==> src/rtl/spi_test_pkg.sv <==
// Shared opcodes, widths and state encoding for the SPI test device.
package spi_test_pkg;

    localparam int unsigned CMD_W      = 8;
    localparam int unsigned WORD_W     = 16;
    localparam int unsigned BIT_CNT_W  = 3;
    localparam int unsigned RESP_CNT_W = 4;

    localparam logic [CMD_W-1:0] CMD_READ   = 8'h03;
    localparam logic [CMD_W-1:0] CMD_STATUS = 8'h05;
    localparam logic [CMD_W-1:0] CMD_ID     = 8'h9F;

    typedef enum logic [1:0] {
        ST_IDLE = 2'd0,
        ST_CMD  = 2'd1,
        ST_RESP = 2'd2
    } state_t;

endpackage

==> src/rtl/spi_test_device.sv <==
// SPI mode-0 test slave: 8-bit command in, then an endless response stream
// (ID word, status byte or incrementing 16-bit samples) until csb rises.
module spi_test_device
    import spi_test_pkg::*;
#(
    parameter logic [WORD_W-1:0] ID_WORD     = 16'hA55A,
    parameter logic [CMD_W-1:0]  STATUS_BYTE = 8'h80
) (
    input  logic clk,
    input  logic csb,
    input  logic sdi,
    output logic sdo
);

    state_t                  state;
    state_t                  state_nxt;
    logic [BIT_CNT_W-1:0]    bit_cnt;
    logic [CMD_W-2:0]        cmd_sr;
    logic [CMD_W-1:0]        cmd;
    logic [WORD_W-1:0]       shift_sr;
    logic [WORD_W-1:0]       sample_cnt;
    logic [RESP_CNT_W-1:0]   resp_cnt;
    logic [RESP_CNT_W-1:0]   resp_last_c;

    // State register; csb high holds the FSM in IDLE.
    always_ff @(posedge clk or posedge csb) begin
        if (csb) begin
            state <= ST_IDLE;
        end else begin
            state <= state_nxt;
        end
    end

    // Next state: first edge enters CMD, edge 8 enters RESP, RESP exits only via csb.
    always_comb begin
        state_nxt = state;
        case (state)
            ST_IDLE: state_nxt = ST_CMD;
            ST_CMD:  if (bit_cnt == BIT_CNT_W'(7)) state_nxt = ST_RESP;
            ST_RESP: state_nxt = ST_RESP;
            default: state_nxt = ST_IDLE;
        endcase
    end

    // Rising-edge path: shift in the command byte, counter saturates at 7.
    always_ff @(posedge clk or posedge csb) begin
        if (csb) begin
            bit_cnt <= '0;
            cmd_sr  <= '0;
            cmd     <= '0;
        end else if (state != ST_RESP) begin
            cmd_sr <= {cmd_sr[CMD_W-3:0], sdi};
            if (bit_cnt == BIT_CNT_W'(7)) begin
                cmd <= {cmd_sr, sdi};
            end else begin
                bit_cnt <= bit_cnt + BIT_CNT_W'(1);
            end
        end
    end

    // Reload period of the response shifter: 8 bits for STATUS, else 16.
    always_comb begin
        resp_last_c = RESP_CNT_W'(15);
        if (cmd == CMD_STATUS) resp_last_c = RESP_CNT_W'(7);
    end

    // Falling-edge path: load a fresh response word at each period start, else shift.
    always_ff @(negedge clk or posedge csb) begin
        if (csb) begin
            shift_sr   <= '0;
            sample_cnt <= '0;
            resp_cnt   <= '0;
        end else if (state == ST_RESP) begin
            if (resp_cnt == '0) begin
                case (cmd)
                    CMD_ID:     shift_sr <= ID_WORD;
                    CMD_STATUS: shift_sr <= {STATUS_BYTE, 8'h00};
                    CMD_READ: begin
                        shift_sr   <= sample_cnt;
                        sample_cnt <= sample_cnt + WORD_W'(1);
                    end
                    default:    shift_sr <= '0;
                endcase
            end else begin
                shift_sr <= {shift_sr[WORD_W-2:0], 1'b0};
            end
            resp_cnt <= (resp_cnt == resp_last_c) ? '0 : resp_cnt + RESP_CNT_W'(1);
        end
    end

    assign sdo = shift_sr[WORD_W-1];

endmodule

==> config.mk <==
export PLATFORM = sky130hd
export DESIGN_NAME = spi_test_device
export DESIGN_NICKNAME = d
export VERILOG_FILES = /design/src/rtl/spi_test_pkg.sv /design/src/rtl/spi_test_device.sv
export SDC_FILE = /design/constraint.sdc
export NUM_CORES = 1
export LEC_CHECK = 0
export ABC_AREA = 1
export BUFFER_PORTS_ARGS = -buffer_cell sky130_fd_sc_hd__buf_2
export CAP_MARGIN = 20
export CORE_MARGIN = 4
export CORE_UTILIZATION = 59
export DETAILED_ROUTE_END_ITERATION = 10
export PLACE_DENSITY = 0.75
export SLEW_MARGIN = 20
export SYNTH_ARGS = -nofsm -noshare
export SYNTH_HDL_FRONTEND = slang
export SYNTH_SLANG_ARGS = --single-unit
export TNS_END_PERCENT = 20
==> constraint.sdc <==
create_clock -name clk -period 1.73 [get_ports clk]
set_input_delay 0 -clock clk [delete_from_list [all_inputs] [get_ports clk]]
set_output_delay 0 -clock clk [all_outputs]
set_load 0.05 [all_outputs]
# Word-level counts from Yosys, hierarchy flattened
# Cells that the tools add are included.
# totals
register_bits	56
out_inout_bits	1
# classes
n_addsub	3
eq_ne	9
mux	6
bitwise	1
n_reduce_logical	5
# ops
op	n
16-bit case mux with 3 select lines	1
16-bit by 1-bit adder with 16-bit output (second input constant)	1
16-bit 2-to-1 mux	1
8-bit by 2-bit equality test with 1-bit output (second input constant)	1
8-bit by 3-bit equality test with 1-bit output (second input constant)	1
8-bit equality test (second input constant)	1
4-bit 2-to-1 mux	2
2-bit case mux with 3 select lines	1
4-bit by 1-bit adder with 4-bit output (second input constant)	1
4-bit equality test	1
4-bit zero test	1
2-bit != test (second input constant)	2
2-bit AND reduction	2
3-bit by 1-bit adder with 3-bit output (second input constant)	1
3-bit equality test (second input constant)	1
3-bit AND reduction	1
2-bit by 1-bit equality test with 1-bit output (second input constant)	1
2-bit equality test (second input constant)	1
2-bit zero test	1
2-bit 2-to-1 mux	1
1-bit NOT	1

# Depth between registers and ports, before layout
# Gate-level depths: netlist of the first run.
# depth
depth_word	4
mapped_depth	9
ltp_nobuf	9

==> impl_results.md, run 1 <==
- Share of cells above drive strength 1: 24.7%
- Worst Tran Pin Value: 0.302 ns
- H-tree levels: 2
- I/O pins: 4
- Largest net degree at the start of global routing: 57
- RSZ-0062 raised after global routing: yes
- GRT Overall Usage: approximately 24%
- Iter 0 DRT Violations: around 220
- CP endpoint kind: flop
- Filler instances: about 330
- Final setup vio count: 37
- Setup ws final: -0.499 ns
- Die area: between 6000 and 7000 µm²
- Detail Route Antenna Nets: 0
- DRT Wirelength: roughly 6700 µm
- Yosys warnings: 0
- Layout Cells excl Fill: 496
- Crit Path Max Fanout: 7
- Skew-Pair Late Insertion Delay: between 0.3 and 0.4 ns
- Final core occ: 75.9%
- Data required time of the worst path: 1.04 ns
- Post-DR vias/cell: 5.33
- Clock Tree Root: clkbuf_8
- Drt drc: 0
- Worst min path class: input pin to asynchronous set/reset pin
- Initial antenna violation count: 0
- Initial DRT Pass Iterations: 6
- Initial Util: between 60% and 70%
- CTS tree: built
- Final Hold Viols: 0
- Mean post-synth cell area: about 7.7 µm²
- First-pass GRT wire length: between 10,000 and 15,000 µm
- CP arrival: between 1.5 and 2 ns
- Setup tns final: -15.15 ns
- Worst setup SP type: flop
- Rows: 25
- Inserted Clock Buffers: 5
- VDD IR max: between 0.4 and 0.5 mV
- Final GP Congestion: approximately 0.9
- # diodes: 0
- Post-synthesis to final-layout area growth: 22.8%
- Total number of vias: 2,643
- Clock Skew: 0.0115 ns
- Core footprint: roughly 4800 µm²
- Die height: just under 80 µm
- Global route overflow: 0
- Number of global-route vias before repair: 2,531
- Yosys reg bits: 56
- Die X: roughly 79 µm
- Power density over cell area: 605 nW/µm²
- WL/cell: approximately 13 µm
- Clock Tree Buf Depth: 2
- Clock-pin transition on the worst setup and hold timing paths: around 0.11 ns
- # port buffers: 3
- Leak: ~1.8 nW
- Yosys cell types: 30
- Max cap viols: 0
- Syn Inst Count: between 300 and 400
- Pins over their slew limit: 0
- Rel. slew slack: around 80%
- Status: finished, violations left
- Nets: 439
- Clk sinks: 56
- Sequential-to-total area share from yosys stat: between 40% and 50%
- Failing checks: setup timing
- Final hold slack: roughly 0.28 ns
- Final HPWL DP: around 4300 µm
- Placed cells: around 480
- Critical path class: flop to flop
- Power Total: ~2.2 mW
- Synthesized cell area: roughly 3000 µm²
- Post-Syn Nets: 397
[power by group]
group | switching [mW] | internal [mW]
logic | 0.0611 | 0.0400
clock network | 0.457 | 0.296
registers | 0.0111 | 1.33
[kinds of logic (layout without fill, tap and decap cells)]
kind of cell    after synthesis  in the layout  synth area share, %
xor+xnor                      5              5                 1.48
simple gates                196            197                 28.4
mux                           2              2                0.761
compound gates               58             58                 10.3
flops                        56             56                 47.4
buf+inv                      61            103                 8.29
fa+ha+maj                     8              8                 3.38
[worst max-delay path, cell delays in order, from the launching register on]
cell and delay (ns):
dfrtp_1 0.38, inv_2 0.06, ha_4 0.19, buf_4 0.14, buf_6 0.12, buf_6 0.13
o21a_1 0.11, nand2_2 0.05, nand2_1 0.04
[through the flow]
stage / cell area (µm²) / worst slack, ns
global route: 3630 / -0.605
global placement: 3260 / -0.497
detailed placement: 3260 / -0.512
floorplan: 3010 / -0.479
CTS: 3530 / -0.462
finish: 3630 / -0.499
[final cells by class]
type                       instances  area [µm²]  area share [%]
multi-input combinational        270        1470            40.4
sequential                        56        1400            38.6
timing repair buffer              43         377            10.4
inverter                          52         208            5.72
tap                               67        83.8            2.31
clock buffer                       5        68.8            1.90
clock inverter                     3        25.0           0.689
[state kept, by name (all words and copies together) (netlist names)]
signal / count
sample_cnt: 16
shift_sr: 16
cmd: 8
cmd_sr: 7
resp_cnt: 4
bit_cnt: 3
state: 2
[repair_timing]
action,in CTS,in global routing
setup buffers,6,3
pin swaps,12,13
endpoints found under the hold margin,22,0
setup endpoints to repair,40,45
hold buffers,2,0
cloned,1,0
gates resized for setup,35,26
[placed cells by master (no fill, tap or decap)]
cell	netlist	final
nand3_4	1	3
ha_1	8	7
buf_4	1	27
xor2_1	5	5
nand3_1	11	7
inv_1	49	44
nand2_1	122	109
clkinvlp_4	0	1
nor2_4	3	4
o21a_1	1	1
a21oi_1	15	13
dfrtp_1	20	20
inv_8	0	1
nand2_2	3	13
nor2_1	44	38
nor3_4	1	1
buf_12	0	1
ha_4	0	1
dfrtn_1	36	36
nor2_2	2	7
nand3_2	1	4
inv_2	3	6
nand2_4	1	4
mux2_2	2	2
nor3_2	0	1
a21oi_2	0	2
clkbuf_8	0	5
buf_2	4	2
o21ai_1	1	12
buf_6	1	11
inv_6	0	3
o21ai_2	2	7
nand4_1	6	6
o21ai_0	36	20
dlygate4sd3_1	0	2
a31oi_1	3	3
[synth_stat cells (all sizes together)]
cell      n  share of area, %
inv      52               6.6
xor2      5               1.5
nand3    13               2.8
buf       7               1.4
dfrtp    20                17
nand2   126                16
a21oi    15               2.5
nand4     6               1.3
ha        8               3.4
mux2      2              0.76
dfrtn    36                30
o21ai    39               6.9
o21a      1              0.25
nor2     49               7.1
clkbuf    2              0.25
a31oi     3              0.63
nor3      2              0.72
[per-layer routing]
| metal | vias up | wire (µm) | global-route usage [%] | part of all wire [%] |
|---|---|---|---|---|
| li1 | 1295 | - | - | - |
| met2 | 87 | 3170 | 37.8 | 47 |
| met1 | 1245 | 3040 | 34.1 | 46 |
| met4 | 0 | 124 | 7.87 | 1.9 |
| met5 | - | 0 | 0 | 0 |
| met3 | 16 | 349 | 4.08 | 5.2 |
[path summary, 6_finish.rpt]
kind                                  start              to  slack, ns  cells past startpoint
worst max-delay path               state[0]    shift_sr[15]      -0.50                      8
worst min-delay path                    csb        state[1]       0.28                      4
worst max register to register     state[0]    shift_sr[15]      -0.50                      8
worst min register to register  shift_sr[6]     shift_sr[6]       0.43                      2
max in group asynchronous               csb  sample_cnt[15]       0.42                      4
min in group clk                shift_sr[6]     shift_sr[6]       0.43                      2
No activity file was read; power rests on OpenSTA's default activity.
==> inputs of run 2 (changes only) <==
- SKIP_LAST_GASP: unset -> 1
==> impl_results.md, run 2 (synthesized netlist as in run 1, its figures left out) <==
- Status: finished, violations left
- Failing checks: setup timing
- Power density over cell area: 609 nW/µm² (+0.66%)
- Placed Instance Area: 3260 µm² (unchanged)
- CP delay by family, top: buffers and inverters
- Nets: 439 (unchanged)
- Number of cells on the critical path: 7 (-1)
- Most common cell after layout, fill and taps aside: nand2_1
- I/O pins: 4 (unchanged)
- Post-synthesis to final-layout area growth: 22.0%
- Iter 0 DRT Violations: 236 (+5.4%)
- Met1 GRT Util: 34.0% (-0.15 points)
- Crit path max-delay cell type: dfrtp_1
- Die area: 6210 µm² (unchanged)
- Final setup vio count: 37 (unchanged)
- Post-DR vias/cell: 5.28 (-0.87%)
- Clk sinks: 56 (unchanged)
- Inserted Clock Buffers: 5 (unchanged)
- Clock Tree Root: clkbuf_8
- Die X: 78.8 µm (unchanged)
- Cell mode on critical path: buf_4
- Die height: 78.8 µm (unchanged)
- Rel. slew slack: 70.9% (-8.9 points)
- Total number of vias: 2,620 (-0.87%)
- Rows: 25 (unchanged)
- Buffer and inverter count on the worst path: 4 (unchanged)
- Filler instances: 333 (unchanged)
- Clock Tree Buf Depth: 2 (unchanged)
- Drt drc: 0 (unchanged)
- CP endpoint kind: flop
- M2 GR Usage: 37.5% (-0.25 points)
- Leak: 1.80 nW (+0.63%)
- Core footprint: 4790 µm² (unchanged)
- Number of global-route vias before repair: 2,518 (-0.51%)
- Critical path class: flop to flop
- H-tree levels: 2 (unchanged)
- WL/cell: 13.8 µm (+2.1%)
- Design area: 3610 µm² (-0.62%)
- CP arrival: 1.53 ns (about the same)
- GRT Overall Usage: 23.9% (-0.17 points)
- Global route overflow: 0 (unchanged)
- Worst min path class: input pin to asynchronous set/reset pin
- RSZ-0062 raised after global routing: yes
- Commonest cells after routing, fill and taps aside: nand2_1, inv_1, nor2_1
- Reg2reg end: resp_cnt[2]
- # diodes: 0 (unchanged)
- R2R Setup Slk: -0.49 ns (about the same)
- DRT Wirelength: 6830 µm (+2.1%)
- Initial DRT Pass Iterations: 5 (-1)
- CP Cell Sequence: inv_2 -> ha_4 -> buf_4 -> nand2_2 -> buf_4 -> xor2_1 -> inv_1
- Final GP Congestion: 0.896 (unchanged)
- Gr busiest metal: met2
- CTS tree: built
- Worst Tran Pin Value: 0.436 ns (+0.133 ns)
- Setup ws final: -0.493 ns (+0.00541 ns)
- Initial Util: 61.8% (unchanged)
- CP peak stage delay: 0.41 ns (+0.03 ns)
- Clock Skew: 0.0111 ns (-0.000421 ns)
- Detail Route Antenna Nets: 0 (unchanged)
- Worst R2R Path Depth: 7 (-1)
- # port buffers: 3 (unchanged)
- First-pass GRT wire length: 11,800 µm (-0.70%)
- Worst setup SP type: flop
- R2r startpoint: state[0]
- Largest regs: sample_cnt x16, shift_sr x16, cmd x8
- Crit Path Max Fanout: 7 (unchanged)
- Power Total: 2.20 mW (about the same)
- Skew-Pair Late Insertion Delay: 0.32 ns (about the same)
- Register area: 1400 µm² (unchanged)
- Area of the multi-input gates: 1460 µm² (-0.60%)
- VDD IR max: 0.427 mV (+0.38%)
- Share of cells above drive strength 1: 22.8% (-1.9 points)
- Data required time of the worst path: 1.03 ns (about the same)
- Clock-pin transition on the worst setup and hold timing paths: 0.11 ns (about the same)
- Initial antenna violation count: 0 (unchanged)
- Final Hold Viols: 0 (unchanged)
- Pins over their slew limit: 0 (unchanged)
- Met3 Use GR: 3.97% (-0.11 points)
- Final HPWL DP: 4340 µm (unchanged)
- Max cap viols: 0 (unchanged)
- Largest net degree at the start of global routing: 57 (unchanged)
==> run 2: changes by cell type in the layout (fill, tap and decap cells not counted), moves of 2 or more <==
cell,delta
nand2_1,+2
nor2_2,-6
nand2_2,-3
a21oi_1,+2
nor2_4,+2
a21oi_2,-2
buf_4,+2
o21ai_1,-7
o21ai_0,+6
buf_6,-3
nor2_1,+4
==> run 2: routing by layer <==
layer	vias up	part of all wire, %	routed length, µm
met3	17	4.1	282
met2	63	49	3350
met1	1246	45	3090
met5	-	0	0
met4	0	1.5	101
li1	1294	-	-
==> run 2: power by group <==
group / internal, mW / total [mW] / switching [mW]
clock network: 0.296 / 0.752 / 0.456
registers: 1.33 / 1.34 / 0.0113
logic: 0.0407 / 0.103 / 0.0627
==> run 2: how the worst max path moves through the flow <==
| stage | startpoint | endpoint | slack (ns) |
|---|---|---|---|
| after global routing | state[0] | shift_sr[5] | -0.60 |
| after detailed placement | state[0] | sample_cnt[2] | -0.51 |
| after global placement | state[0] | sample_cnt[2] | -0.50 |
| after CTS | state[0] | sample_cnt[8] | -0.46 |
| final | state[0] | resp_cnt[2] | -0.49 |
| after floorplan | cmd[4] | sample_cnt[3] | -0.48 |
==> run 2: tightest hold or removal path: stages <==
cell and delay [ns]:
dlygate4sd3_1 0.54, buf_2 0.13, inv_2 0.06, buf_12 0.27
==> run 2: area by class of cell <==
cell class / count / share of cell area [%]
multi-input combinational: 270 / 40.4
sequential: 56 / 38.8
timing repair buffer: 43 / 10.1
inverter: 52 / 5.76
tap: 67 / 2.32
clock buffer: 5 / 1.91
clock inverter: 3 / 0.693
==> run 2: stage by stage <==
stage               utilization (%)  TNS [ns]  setup WS (ns)  instances  hold WS, ns
floorplan                         -    -28.01         -0.479        386        0.146
global placement               68.2    -14.55         -0.497        476       0.0744
detailed placement             68.2    -15.84         -0.512        476       0.0786
CTS                            73.2    -14.83         -0.462        493        0.275
global route                   75.4    -19.73         -0.603        496        0.300
finish                         75.4    -15.84         -0.493        496        0.276
==> run 2: what timing repair did <==
| item | 4_1_cts | 5_1_grt |
|---|---|---|
| pin swaps | 9 | 9 |
| buffers inserted | 6 | 3 |
| hold buffers | 2 | 0 |
| cloned | 1 | 0 |
| endpoints found under the hold margin | 22 | 0 |
| resized for setup | 24 | 22 |
| endpoints found under the setup margin | 40 | 45 |
